File: config.mk
export PLATFORM = sky130hd
export DESIGN_NAME = router_1xn_fifo
export DESIGN_NICKNAME = d
export VERILOG_FILES = /design/src/rtl/router_pkg.sv /design/src/rtl/router_port_fifo.sv /design/src/rtl/router_1xn_fifo.sv
export SDC_FILE = /design/constraint.sdc
export NUM_CORES = 1
export LEC_CHECK = 0
export ABC_AREA = 1
export BUFFER_PORTS_ARGS = -buffer_cell sky130_fd_sc_hd__buf_2
export CELL_PAD_IN_SITES_DETAIL_PLACEMENT = 1
export CELL_PAD_IN_SITES_GLOBAL_PLACEMENT = 1
export CORE_MARGIN = 5
export CORE_UTILIZATION = 47
export DETAILED_ROUTE_END_ITERATION = 7
export PLACE_DENSITY = 0.82
export SKIP_CTS_REPAIR_TIMING = 1
export SLEW_MARGIN = 20
export SYNTH_ARGS = -nofsm -noshare
export SYNTH_HDL_FRONTEND = slang
export SYNTH_SLANG_ARGS = --single-unit
File: constraint.sdc
create_clock -name clk -period 2.95 [get_ports clk]
set_input_delay 0.7375 -clock clk [delete_from_list [all_inputs] [get_ports clk]]
set_output_delay 0.7375 -clock clk [all_outputs]
set_load 0.01 [all_outputs]
File: src/rtl/router_pkg.sv
// Shared types and helpers for the 1xN packet router.
// Holds the FSM state encoding and the destination-width helper.
package router_pkg;

    typedef enum logic [1:0] {
        ST_IDLE  = 2'b00,
        ST_ROUTE = 2'b01,
        ST_WAIT  = 2'b10
    } state_t;

    function automatic int DEST_W(input int num_ports);
        return (num_ports > 1) ? $clog2(num_ports) : 1;
    endfunction

endpackage

File: src/rtl/router_port_fifo.sv
// First-word fall-through FIFO for one router output port.
// Head entry is driven straight from storage, so a pushed beat is visible one cycle later.
module router_port_fifo #(
    parameter int DATA_W     = 8,
    parameter int FIFO_DEPTH = 4
) (
    input  logic              clk,
    input  logic              rst,
    input  logic              push,
    input  logic [DATA_W-1:0] push_data,
    output logic              full,
    input  logic              pop,
    output logic [DATA_W-1:0] head,
    output logic              empty
);

    localparam int PTR_W = (FIFO_DEPTH > 1) ? $clog2(FIFO_DEPTH) : 1;
    localparam int CNT_W = $clog2(FIFO_DEPTH + 1);

    logic [DATA_W-1:0] mem [FIFO_DEPTH];
    logic [PTR_W-1:0]  wr_ptr;
    logic [PTR_W-1:0]  rd_ptr;
    logic [CNT_W-1:0]  count;
    logic              do_push;
    logic              do_pop;

    // Pointers wrap explicitly so non-power-of-two depths work too.
    function automatic logic [PTR_W-1:0] next_ptr(input logic [PTR_W-1:0] p);
        return (p == PTR_W'(FIFO_DEPTH - 1)) ? '0 : p + PTR_W'(1);
    endfunction

    assign full    = (count == CNT_W'(FIFO_DEPTH));
    assign empty   = (count == '0);
    assign head    = mem[rd_ptr];
    assign do_push = push && !full;
    assign do_pop  = pop && !empty;

    always_ff @(posedge clk) begin
        if (rst) begin
            wr_ptr <= '0;
            rd_ptr <= '0;
            count  <= '0;
            for (int i = 0; i < FIFO_DEPTH; i++) begin
                mem[i] <= '0;
            end
        end else begin
            if (do_push) begin
                mem[wr_ptr] <= push_data;
                wr_ptr      <= next_ptr(wr_ptr);
            end
            if (do_pop) begin
                rd_ptr <= next_ptr(rd_ptr);
            end
            case ({do_push, do_pop})
                2'b10:   count <= count + CNT_W'(1);
                2'b01:   count <= count - CNT_W'(1);
                default: count <= count;
            endcase
        end
    end

endmodule

File: src/rtl/router_1xn_fifo.sv
// 1xN packet router: steers each packet into the FIFO of the port named on its first beat.
// A full destination FIFO stalls the input only; other ports keep draining.
module router_1xn_fifo
    import router_pkg::*;
#(
    parameter int NUM_PORTS  = 4,
    parameter int DATA_W     = 8,
    parameter int FIFO_DEPTH = 4
) (
    input  logic                          clk,
    input  logic                          rst,
    input  logic                          pkt_valid,
    input  logic [DATA_W-1:0]             data_in,
    input  logic [DEST_W(NUM_PORTS)-1:0]  dest_addr,
    output logic                          ready_in,
    input  logic [NUM_PORTS-1:0]          ready_out,
    output logic [NUM_PORTS-1:0]          valid_out,
    output logic [NUM_PORTS*DATA_W-1:0]   data_out,
    output logic [1:0]                    state_out
);

    localparam int DW = DEST_W(NUM_PORTS);

    state_t               state;
    state_t               state_next;
    logic [DW-1:0]        dest_q;
    logic [DW-1:0]        dest_next;
    logic [DW-1:0]        sel;
    logic                 accept;
    logic [NUM_PORTS-1:0] full;
    logic [NUM_PORTS-1:0] empty;
    logic [NUM_PORTS-1:0] push;

    // The first beat of a packet routes on the live dest_addr; later beats use the latched one.
    assign sel       = (state == ST_IDLE) ? dest_addr : dest_q;
    assign ready_in  = !full[sel];
    assign state_out = state;

    always_ff @(posedge clk) begin
        if (rst) begin
            state  <= ST_IDLE;
            dest_q <= '0;
        end else begin
            state  <= state_next;
            dest_q <= dest_next;
        end
    end

    always_comb begin
        state_next = state;
        dest_next  = dest_q;
        accept     = 1'b0;
        case (state)
            ST_IDLE: begin
                if (pkt_valid) begin
                    dest_next = dest_addr;
                    if (!full[sel]) begin
                        accept     = 1'b1;
                        state_next = ST_ROUTE;
                    end else begin
                        state_next = ST_WAIT;
                    end
                end
            end
            ST_ROUTE: begin
                if (!pkt_valid) begin
                    state_next = ST_IDLE;
                end else if (!full[sel]) begin
                    accept = 1'b1;
                end else begin
                    state_next = ST_WAIT;
                end
            end
            ST_WAIT: begin
                if (!pkt_valid) begin
                    state_next = ST_IDLE;
                end else if (!full[sel]) begin
                    accept     = 1'b1;
                    state_next = ST_ROUTE;
                end
            end
            default: state_next = ST_IDLE;
        endcase
    end

    always_comb begin
        push      = '0;
        push[sel] = accept;
    end

    for (genvar i = 0; i < NUM_PORTS; i++) begin : g_port
        router_port_fifo #(
            .DATA_W     (DATA_W),
            .FIFO_DEPTH (FIFO_DEPTH)
        ) u_fifo (
            .clk       (clk),
            .rst       (rst),
            .push      (push[i]),
            .push_data (data_in),
            .full      (full[i]),
            .pop       (ready_out[i] && !empty[i]),
            .head      (data_out[i*DATA_W +: DATA_W]),
            .empty     (empty[i])
        );
        assign valid_out[i] = !empty[i];
    end

endmodule

==> metrics.cfg <==
[run_status]
outcome=finished clean

[sta]
final-hold-violation-count=0
finalCritPeriodShare=0.934
slew_headroom=0.401
skew_ps=13.5
worstMarginPinSlew_ps=897
max_freq_mhz=363
finalCriticalPeriod_ps=2760
drv_slew=0
setup_tns_ps=0
setup_violations=0

[place]
gp_congestion=0.795
port_buffers=55
hpwl_um=13600
placed_cell_area_mm2=0.00801

[logic_synthesis]
synth_area_mm2=0.00747
syn_nets=767
synthArstFlopShare=0
ys_seq_area_frac=0.622
synth_warnings=0
synth.distinct_cells=23
avgSynthCellArea_um2=10.2
synth_edf_count=128
ys.flop_type=edfxtp_1
syn_inst=734
yosys_register_bits=168

[finish]
nets=831
utilization=0.553
area_growth_pct=16.4
n_antenna_cell=0
final_common_cell=nor2_1
layout_common_cells=nor2_1, edfxtp_1, o21ai_0, inv_1, buf_2
fin_area_mm2=0.00869
drive_gt1_frac=0.149
n_fill_cell=1747

[die]
rows=46
dieHeight_um=136
die-area_mm2=0.0185
dieWidth_um=136
io-pin-count=56
core_mm2=0.0157
start_util=0.475

[worst_setup_path]
rr_worst_depth=15
path_buf_inv=2
startpoint=state_out[0]
worstPathCellList=inv_1 > nand2_1 > nand2_1 > nand2_1 > nand2_1 > nand2_1 > nand2_2 > nand4_1 > ha_1 > inv_1 > fa_1 > a21oi_1 > o21ai_0 > o21ai_0 > a21oi_1
end_kind=flip-flop
arrival_ps=3060
crit_cells=15
critPathTopFamily=simple AND/OR/NAND/NOR gates
required_ps=3260
rr_startpoint=state_out[0]
worst-setup-path-type=reg -> reg
cp_slowest_stage_delay_ps=410
path_max_fanout=6
setup.worst_path.end=g_port[3].u_fifo.count[2]
start_kind=flip-flop
crit_top_cell=nand2_1
critical-path-slowest-cell=fa_1
reg2reg_slack_ps=190
reg2reg_to=g_port[3].u_fifo.count[2]

[routing]
drc=0
vias=5845
wl_um=21600
viasPerCell=5.69
ant_nets=0
first_iter_violations=630
drt-pass1-iter-count=5
wl_per_cell_um=21.1

[clock_tree]
cts_sinks=168
clk_pin_slew_ps=60
clkLatencyLatePin_ps=440
cts-buffers-inserted=17
cts_tree=done
clockRootBuffer=clkbuf_16
cts.path.max_buffers=2
h-tree-depth=4

[grt]
overflow=0
grt_start_max_net_pins=31
grt_pass1_vias=6087
grt_use_total=0.243
antenna_found_initial=0
grt_pass1_wl_um=33900

[pwr]
powerDensity_mw_per_mm2=872
fin_total_pwr_mw=7.57
switching_share=0.330
ir_worst_vdd_uv=429
seqPwrFrac=0.394
p_switching_mw=2.50
power_leakage_nw=3.51
clock_power_share=0.338
p_comb_frac=0.269
internal_power_mw=5.07

[hold_path]
min_delay_path_depth=1
holdCritPathClass=reg -> reg

[run]
cap_violations=0

how the worst min path moves through the flow:
| stage | startpoint | end | slack, ps |
|---|---|---|---|
| final | g_port[2].u_fifo.count[0] | g_port[2].u_fifo.count[0] | 480 |
| after detailed placement | g_port[2].u_fifo.count[0] | g_port[2].u_fifo.count[0] | 470 |
| after global placement | g_port[0].u_fifo.count[0] | g_port[0].u_fifo.count[0] | 430 |
| after floorplan | g_port[0].u_fifo.count[0] | g_port[0].u_fifo.count[0] | 420 |
| after global routing | g_port[2].u_fifo.count[0] | g_port[2].u_fifo.count[0] | 520 |
| after CTS | g_port[2].u_fifo.count[0] | g_port[2].u_fifo.count[0] | 480 |
worst reg2reg max path: stages (launching register included):
cell	delay, ps
dfxtp_1	390
inv_1	60
nand2_1	140
nand2_1	90
nand2_1	160
nand2_1	90
nand2_1	80
nand2_2	120
nand4_1	200
ha_1	190
inv_1	80
fa_1	410
a21oi_1	220
o21ai_0	160
o21ai_0	190
a21oi_1	50
layer usage:
metal  vias to the layer above  global-route usage  share of wire
met1                      2924               0.301           0.40
met5                         -                   0              0
met4                         0              0.0885          0.028
li1                       2648                   -              -
met2                       215               0.421           0.51
met3                        58              0.0503          0.055
power by group through the flow:
stage               Sequential (mW)  Clock (mW)  Combinational [mW]
floorplan                      2.98           0                1.22
global placement               2.99           0                1.86
detailed placement             3.02           0                1.96
CTS                            2.98        2.56                2.03
global route                   3.01        2.69                2.24
finish                         2.98        2.56                2.03
cell type report:
class                           count  area [µm²]  area share
Clock inverter                     13         225      0.0259
Inverter                           62         233      0.0268
Multi-Input combinational cell    481        2500       0.288
Clock buffer                       19         443      0.0510
Tap cell                          216         270      0.0311
Timing Repair Buffer               68         373      0.0429
Sequential cell                   168        4640       0.534
registers in the layout, summed over array words and instances, names as in the netlist, named ones only:
register,count
dest_q,2
g_port.u_fifo.count,12
g_port.u_fifo.mem,128
g_port.u_fifo.rd_ptr,8
g_port.u_fifo.wr_ptr,8
state_out,2
per-stage QoR:
step	hold slack, ps	std cells	setup slack (ps)
2_1_floorplan	422	734	585
3_3_place_gp	432	993	306
3_5_place_dp	468	993	56.8
4_1_cts	484	1025	180
5_1_grt	518	1027	-23.9
6_report	480	1027	195
Yosys cell counts, types with 6 or more instances:
library cell  number  share of area
o22ai_1           32          0.027
a21oi_1           26          0.017
nand3_1            9         0.0060
nand2_1           53          0.027
dfxtp_1           40           0.11
nor2_1           216           0.11
o21ai_0           93          0.062
nand4_4            9          0.026
nand2_2            6         0.0050
edfxtp_1         128           0.51
inv_1             62          0.031
ha_1              12          0.020
clkbuf_1          21          0.011
logic make-up after synthesis:
logic type      share of synthesized area
simple gates                        0.192
fa+ha+maj                          0.0308
compound gates                      0.112
buf+inv                            0.0429
flops                               0.622
No activity file was read; power rests on OpenSTA's default activity.
